[src/rtl/regfile_writeback.sv]
// Writeback stage: buffers ALU and LSU results in private FIFOs, arbitrates
// round-robin between them and drives the register file write port.
module regfile_writeback #(
  parameter int unsigned DATA_WIDTH = 64,
  parameter int unsigned ADDR_WIDTH = 6,
  parameter int unsigned FIFO_DEPTH = 4
) (
  input  logic                  clk,
  input  logic                  reset_n,
  input  logic                  alu_valid,
  output logic                  alu_ready,
  input  logic [ADDR_WIDTH-1:0] alu_waddr,
  input  logic [DATA_WIDTH-1:0] alu_wdata,
  input  logic                  mem_valid,
  output logic                  mem_ready,
  input  logic [ADDR_WIDTH-1:0] mem_waddr,
  input  logic [DATA_WIDTH-1:0] mem_wdata,
  output logic                  write_en,
  output logic [ADDR_WIDTH-1:0] waddr,
  output logic [DATA_WIDTH-1:0] wdata,
  output logic                  busy
);

  localparam int unsigned PTR_W = $clog2(FIFO_DEPTH);
  localparam int unsigned CNT_W = PTR_W + 1;
  localparam int unsigned NPROD = 2;

  // One buffered result: destination register plus value.
  typedef struct packed {
    logic [ADDR_WIDTH-1:0] waddr;
    logic [DATA_WIDTH-1:0] wdata;
  } wb_pkt_t;

  // Producer index 0 is the ALU, index 1 is the LSU.
  logic [NPROD-1:0] valid_c;
  logic [NPROD-1:0] ready_c;
  logic [NPROD-1:0] push_c;
  logic [NPROD-1:0] has_c;
  logic [NPROD-1:0] grant_c;
  wb_pkt_t          in_pkt   [NPROD];
  wb_pkt_t          head_pkt [NPROD];
  wb_pkt_t          win_c;
  logic             last_grant;

  assign valid_c   = {mem_valid, alu_valid};
  assign in_pkt[0] = '{waddr: alu_waddr, wdata: alu_wdata};
  assign in_pkt[1] = '{waddr: mem_waddr, wdata: mem_wdata};

  assign alu_ready = ready_c[0];
  assign mem_ready = ready_c[1];

  for (genvar g = 0; g < NPROD; g++) begin : gen_fifo
    logic [CNT_W-1:0] count;
    logic [PTR_W-1:0] rptr;
    logic [PTR_W-1:0] wptr;
    wb_pkt_t          store [FIFO_DEPTH];

    // Ready and occupancy are decoded from the count flop only.
    assign ready_c[g]  = count < CNT_W'(FIFO_DEPTH);
    assign has_c[g]    = count != '0;
    assign push_c[g]   = valid_c[g] & ready_c[g];
    assign head_pkt[g] = store[rptr];

    // Occupancy counter and wrapping pointers; a pop only ever follows a grant.
    always_ff @(posedge clk or negedge reset_n) begin
      if (!reset_n) begin
        count <= '0;
        rptr  <= '0;
        wptr  <= '0;
      end else begin
        if (push_c[g]) begin
          wptr <= wptr + PTR_W'(1);
        end
        if (grant_c[g]) begin
          rptr <= rptr + PTR_W'(1);
        end
        if (push_c[g] && !grant_c[g]) begin
          count <= count + CNT_W'(1);
        end else if (!push_c[g] && grant_c[g]) begin
          count <= count - CNT_W'(1);
        end
      end
    end

    // Packet storage; contents are don't-care until written.
    always_ff @(posedge clk) begin
      if (push_c[g]) begin
        store[wptr] <= in_pkt[g];
      end
    end
  end

  // Round-robin grant: a lone requester wins, a tie goes to the one not served last.
  always_comb begin
    grant_c = '0;
    if (has_c[0] && has_c[1]) begin
      grant_c = last_grant ? 2'b01 : 2'b10;
    end else begin
      grant_c = has_c;
    end
  end

  assign win_c = grant_c[1] ? head_pkt[1] : head_pkt[0];

  // Registered write port and arbiter history.
  always_ff @(posedge clk or negedge reset_n) begin
    if (!reset_n) begin
      write_en   <= 1'b0;
      waddr      <= '0;
      wdata      <= '0;
      last_grant <= 1'b1;
    end else if (|grant_c) begin
      write_en   <= 1'b1;
      waddr      <= win_c.waddr;
      wdata      <= win_c.wdata;
      last_grant <= grant_c[1];
    end else begin
      write_en   <= 1'b0;
    end
  end

  assign busy = (|has_c) | write_en;

endmodule

[config.mk]
export PLATFORM = sky130hd
export DESIGN_NAME = regfile_writeback
export DESIGN_NICKNAME = d
export VERILOG_FILES = /design/src/rtl/regfile_writeback.sv
export SDC_FILE = /design/constraint.sdc
export NUM_CORES = 1
export LEC_CHECK = 0
export ABC_AREA = 1
export CAP_MARGIN = 20
export CORE_MARGIN = 5
export CORE_UTILIZATION = 62
export DETAILED_ROUTE_END_ITERATION = 6
export GPL_ROUTABILITY_DRIVEN = 0
export GPL_TIMING_DRIVEN = 1
export MAX_ROUTING_LAYER = met4
export PLACE_DENSITY_LB_ADDON = 0.2
export SYNTH_ARGS = -nofsm -noshare
export SYNTH_HDL_FRONTEND = slang
export SYNTH_SLANG_ARGS = --single-unit
[constraint.sdc]
create_clock -name clk -period 7.8 [get_ports clk]
set_clock_uncertainty 0.1 [all_clocks]
set_input_delay 1.56 -clock clk [delete_from_list [all_inputs] [get_ports clk]]
set_output_delay 1.56 -clock clk [all_outputs]
set_load 0.01 [all_outputs]
# After elaboration in Yosys (flattened, before gate mapping)
# Memories as Yosys holds them, arrays and structs flattened.
# Cells that the tools add are included.
[classes]
addsub = 8
order_cmp = 2
muxes = 12
n_bitwise = 3
n_reduce_logical = 15
[ops]
columns = ["cell", "count"]
rows = [
  ["70-bit 2-to-1 mux", 1],
  ["3-bit 2-to-1 mux", 4],
  ["2-bit by 1-bit adder with 2-bit output (second input constant)", 4],
  ["3-bit by 1-bit adder with 3-bit output (second input constant)", 2],
  ["3-bit < comparator (second input constant)", 2],
  ["3-bit nonzero test", 2],
  ["3-bit by 1-bit subtractor with 3-bit output (second input constant)", 2],
  ["1-bit logical AND", 5],
  ["1-bit 2-to-1 mux", 5],
  ["1-bit logical NOT", 4],
  ["2-bit 2-to-1 mux", 2],
  ["2-bit nonzero test", 2],
  ["2-bit OR reduction", 2],
  ["1-bit bitwise AND", 2],
  ["1-bit bitwise OR", 1],
]
[word_totals]
reg_bits = 86
ram_bits = 560
word_cells = 52
memories = 2
[memory_table]
columns = ["name", "depth", "word_bits", "rd", "rd_ports_with_merged_regs", "write_ports", "line", "rtl"]
rows = [
  ["gen_fifo[0].store", 4, 70, 1, 0, 1, "56", "wb_pkt_t store [FIFO_DEPTH];"],
  ["gen_fifo[1].store", 4, 70, 1, 0, 1, "56", ""],
]

# Longest topological paths before layout
[depth]
word_depth = 6
mapped_depth = 12

# Least setup slack after synthesis
# No wires, ideal clock.
[synth_timing]
kind = "input port to flip-flop"
from = "input mem_valid"
to = "memory gen_fifo[1].store[0][0] in the netlist's numbering, enable pin"
setup_ns = 0.499
arrival_ns = 4.625
required_ns = 7.201
path_slack_ns = 2.576
stages = 2
path_cell_list = "nand2_1 -> nor2_1"
[synth_between]
elab_chain_len = 3
[synth_lines]
columns = ["element", "line", "rtl"]
rows = [
  ["from (decl)", "14", "input logic mem_valid,"],
  ["1-bit bitwise AND", "61", "assign push_c[g] = valid_c[g] & ready_c[g];"],
  ["1-bit 2-to-1 mux", "87", "if (push_c[g]) begin"],
  ["1-bit 2-to-1 mux (implied by the code)", "88", "store[wptr] <= in_pkt[g];"],
  ["to (decl)", "56", ""],
]
# Every way passes these cells.

# Worst setup path after layout
[layout_timing]
from = "register gen_fifo[1].count[1]"
to = "output busy"
[layout_between]
elab_chain_len = 3
[layout_lines]
columns = ["element", "line", "rtl"]
rows = [
  ["from (decl)", "53", "logic [CNT_W-1:0] count;"],
  ["from (signal assigned)", "78", "count <= count + CNT_W'(1);"],
  ["from (signal assigned)", "80", "count <= count - CNT_W'(1);"],
  ["3-bit nonzero test", "60", "assign has_c[g] = count != '0;"],
  ["2-bit OR reduction", "122", "assign busy = (|has_c) | write_en;"],
  ["1-bit bitwise OR", "122", ""],
  ["to (decl)", "21", "output logic busy"],
]
# Every way passes these cells.

==> impl_results.md <==
- Status: complete, no violations
- First-pass GRT wire length: 93000 microns
- Die X: 213 microns
- Fillcell total: 2618
- Max-cap viol count: 0
- Mapped Cells: 2116
- Flop2flop setup slack: 4.80 ns
- DP Worst Slack: 3.51 ns
- Fmax: 0.249 GHz
- Slowest stage delay, CP: 0.49 ns
- PD cells: 396 nW/um^2
- Ratio of final minimum period to clock period: 51.5%
- CTS buffer count: 60
- Via count: 16545
- Core area: 40700 sq um
- Post-DP HPWL: 35700 microns
- Clock slew seen by the registers of the worst setup and hold paths: 0.06 ns
- Rel. slew slack: 24.4%
- PostCTS Resize Cnt: 0
- DR iter-0 viols: 1865
- Hold EP: wdata[27]$_DFFE_PN0P_
- Final #Nets: 2451
- RSZ-0062 raised after global routing: no
- CP required: 6.14 ns
- Worst path cell trace: inv_1, nand2_1, nor2_1, nand2_2, or2_1, clkdlybuf4s50_1
- Layout Area Growth over Synthesis: 16.7%
- Post-CTS setup buffer count: 0
- Number of global-route vias before repair: 16500
- WS Path Type: reg -> out
- Hold_sp: wdata[27]$_DFFE_PN0P_
- CP Capture Type: primary output
- Hold Path Depth: 2
- Die span in y: 213 microns
- CP arrival: 2.36 ns
- Remaining global-route overflow: 0
- Post-route DRC: 0
- Post-synth cell types: 24
- Setup_tns: 0 ns
- Least-Margin Pin Slew: 1.13 ns
- Crit Reg-Reg Endpoint: wdata[30]$_DFFE_PN0P_
- Initial DRT Pass Iterations: 6
- Cell area after synthesis: 25500 sq um
- Post-synthesis sequential area ratio: 74.4%
- Cell depth of the worst flop-to-flop path: 8
- Fin. max-slew vios: 0
- Vias per Instance: 5.73
- Leakage: 11.0 nW
- Number of synthesized register bits: 646
- WL per Instance: 21.4 microns
- Setup ws final: 3.78 ns
- Hold-fix buffers, CTS: 0
- CTS tree: yes
- Initial antenna violation count: 9
- RR Startpoint: gen_fifo[1].rptr[0]$_DFFE_PN0N_
- Avg Cell Area, Syn: 12.0 sq um
- Min cycle time layout: 4.02 ns
- H-tree depth: 2
- CP max FO: 5
- CP startpoint kind: flip-flop
- Crit. Startpoint: gen_fifo[1].count[1]$_DFFE_PN0P_
- Post-DRT Antenna Nets: 0
- Clk sinks: 646
- Critical path's slowest cell: clkdlybuf4s50_1
- HP Class: reg -> reg
- Syn nets: 2272
- Core Rows: 74
- Largest net degree at the start of global routing: 104
- I/O pin cnt: 218
- Initial Utilization: 62.6%
- All-Layer GR Usage: 27.9%
- Proportion of layout cells with a drive suffix above 1: 5.59%
- Latest clock arrival within the worst-skew pair: 0.61 ns
- Port-buffer cells: 217
- Drt total wl: 61600 microns
- Peak supply drop: 297 uV
- DIE AREA: 45300 sq um
- Final Hold Vio Count: 0
- Max Root-Sink Buffers: 3
- Clock root cell: clkbuf_16
- Yosys warns: 0
- # setup viols final: 0
## through the flow
stage	cell area (sq um)	total power, mW	instances	hold WS [ns]	utilization [%]
floorplan	25500	7.51	2116	0.380	-
global placement	27800	8.88	2765	0.361	68.3
detailed placement	27800	9.02	2765	0.365	68.3
CTS	29700	11.9	2876	0.383	73.0
global route	29800	12.5	2885	0.397	73.0
finish	29800	11.8	2885	0.381	73.0
## cell families after synthesis
kind of cell / synth area share, %
xor gates and xnor gates: 0.344
adders and majority gates: 0.648
buffers and inverters: 3.28
AOI/OAI and AO/OA: 2.83
muxes: 0.0442
DFF: 74.4
and+or+nand+nor: 18.5
## per-layer routing
metal,global-route usage [%],part of all wire (%),vias up,wire [microns]
met5,-,0,-,0
met4,9.14,3.3,0,2010
met3,5.63,8.6,109,5320
met2,46.4,52,730,31900
met1,35.0,36,8049,22400
li1,-,-,7657,-
## Yosys cell counts
| cell | instances | area, sq um |
|---|---|---|
| xnor2_1 | 2 | 17.5 |
| dfstp_2 | 1 | 26.3 |
| inv_4 | 1 | 6.26 |
| inv_2 | 8 | 30.0 |
| buf_4 | 6 | 45.0 |
| inv_1 | 18 | 67.6 |
| xor2_1 | 8 | 70.1 |
| edfxtp_1 | 560 | 16800 |
| o21ai_0 | 54 | 270 |
| nand2_1 | 572 | 2150 |
| buf_1 | 4 | 15.0 |
| buf_2 | 82 | 410 |
| buf_6 | 21 | 236 |
| o21ai_1 | 89 | 445 |
| nand2_2 | 4 | 25.0 |
| fa_1 | 2 | 40.0 |
| mux2_2 | 1 | 11.3 |
| or2_1 | 1 | 6.26 |
| ha_1 | 10 | 125 |
| nand3_1 | 282 | 1410 |
| clkbuf_1 | 7 | 26.3 |
| dfrtp_1 | 85 | 2130 |
| nor2_1 | 297 | 1110 |
| a21oi_1 | 1 | 5.00 |
## worst max-delay path by stage
stage,to,slack [ns]
6_report,busy,3.78
5_1_grt,busy,3.70
4_1_cts,busy,3.76
3_5_place_dp,gen_fifo[1].store[0][3]$_DFFE_PP_,3.51
3_3_place_gp,gen_fifo[1].store[0][2]$_DFFE_PP_,3.53
2_1_floorplan,gen_fifo[1].store[0][0]$_DFFE_PP_,2.58
## final cells by class
cell class | instances | area (sq um) | area share, %
Antenna cell | 9 | 22.5 | 0.0757
Tap cell | 532 | 666 | 2.24
Timing Repair Buffer | 237 | 2320 | 7.80
Clock buffer | 88 | 1730 | 5.81
Clock inverter | 23 | 178 | 0.597
Inverter | 27 | 106 | 0.357
Multi-Input combinational cell | 1323 | 5750 | 19.3
Sequential cell | 646 | 19000 | 63.8
## where the power goes
part	internal, mW	switching [mW]	leakage (nW)
sequential	4.49	0.300	6.06
clock	1.62	1.21	0.940
combinational	1.34	2.82	3.97
## cells in the final DEF (no fill, tap or decap), types with 2 or more instances in the layout
cell type and n:
nand2_1 572, clkbuf_8 8, xor2_1 8, o21ai_1 89, clkinv_1 10, fa_1 2, nor2_4 8, inv_1 18
nor2_1 289, dfrtp_4 2, o21ai_0 54, clkbuf_1 18, dfrtp_1 81, diode_2 9, clkinv_2 10, inv_2 7
edfxtp_1 560, nand3_1 282, nand2_2 3, dfrtp_2 2, clkbuf_16 62, ha_1 10, bufinv_16 3, buf_4 21
inv_4 2, xnor2_1 2, clkdlybuf4s50_1 216
## flip-flops by register name (all words and copies together), names as in the netlist
register and count:
gen_fifo.store 560, wdata 64, waddr 6, write_en 1, gen_fifo.count 6, last_grant 1, gen_fifo.wptr 4, gen_fifo.rptr 4
## worst max-delay path, delay by kind of cell (launching register included)
| kind | cells | cell delay (ns) |
|---|---|---|
| buf+inv | 2 | 0.60 |
| flops | 1 | 0.40 |
| simple gates | 4 | 0.72 |
No activity file was read; power rests on OpenSTA's default activity.
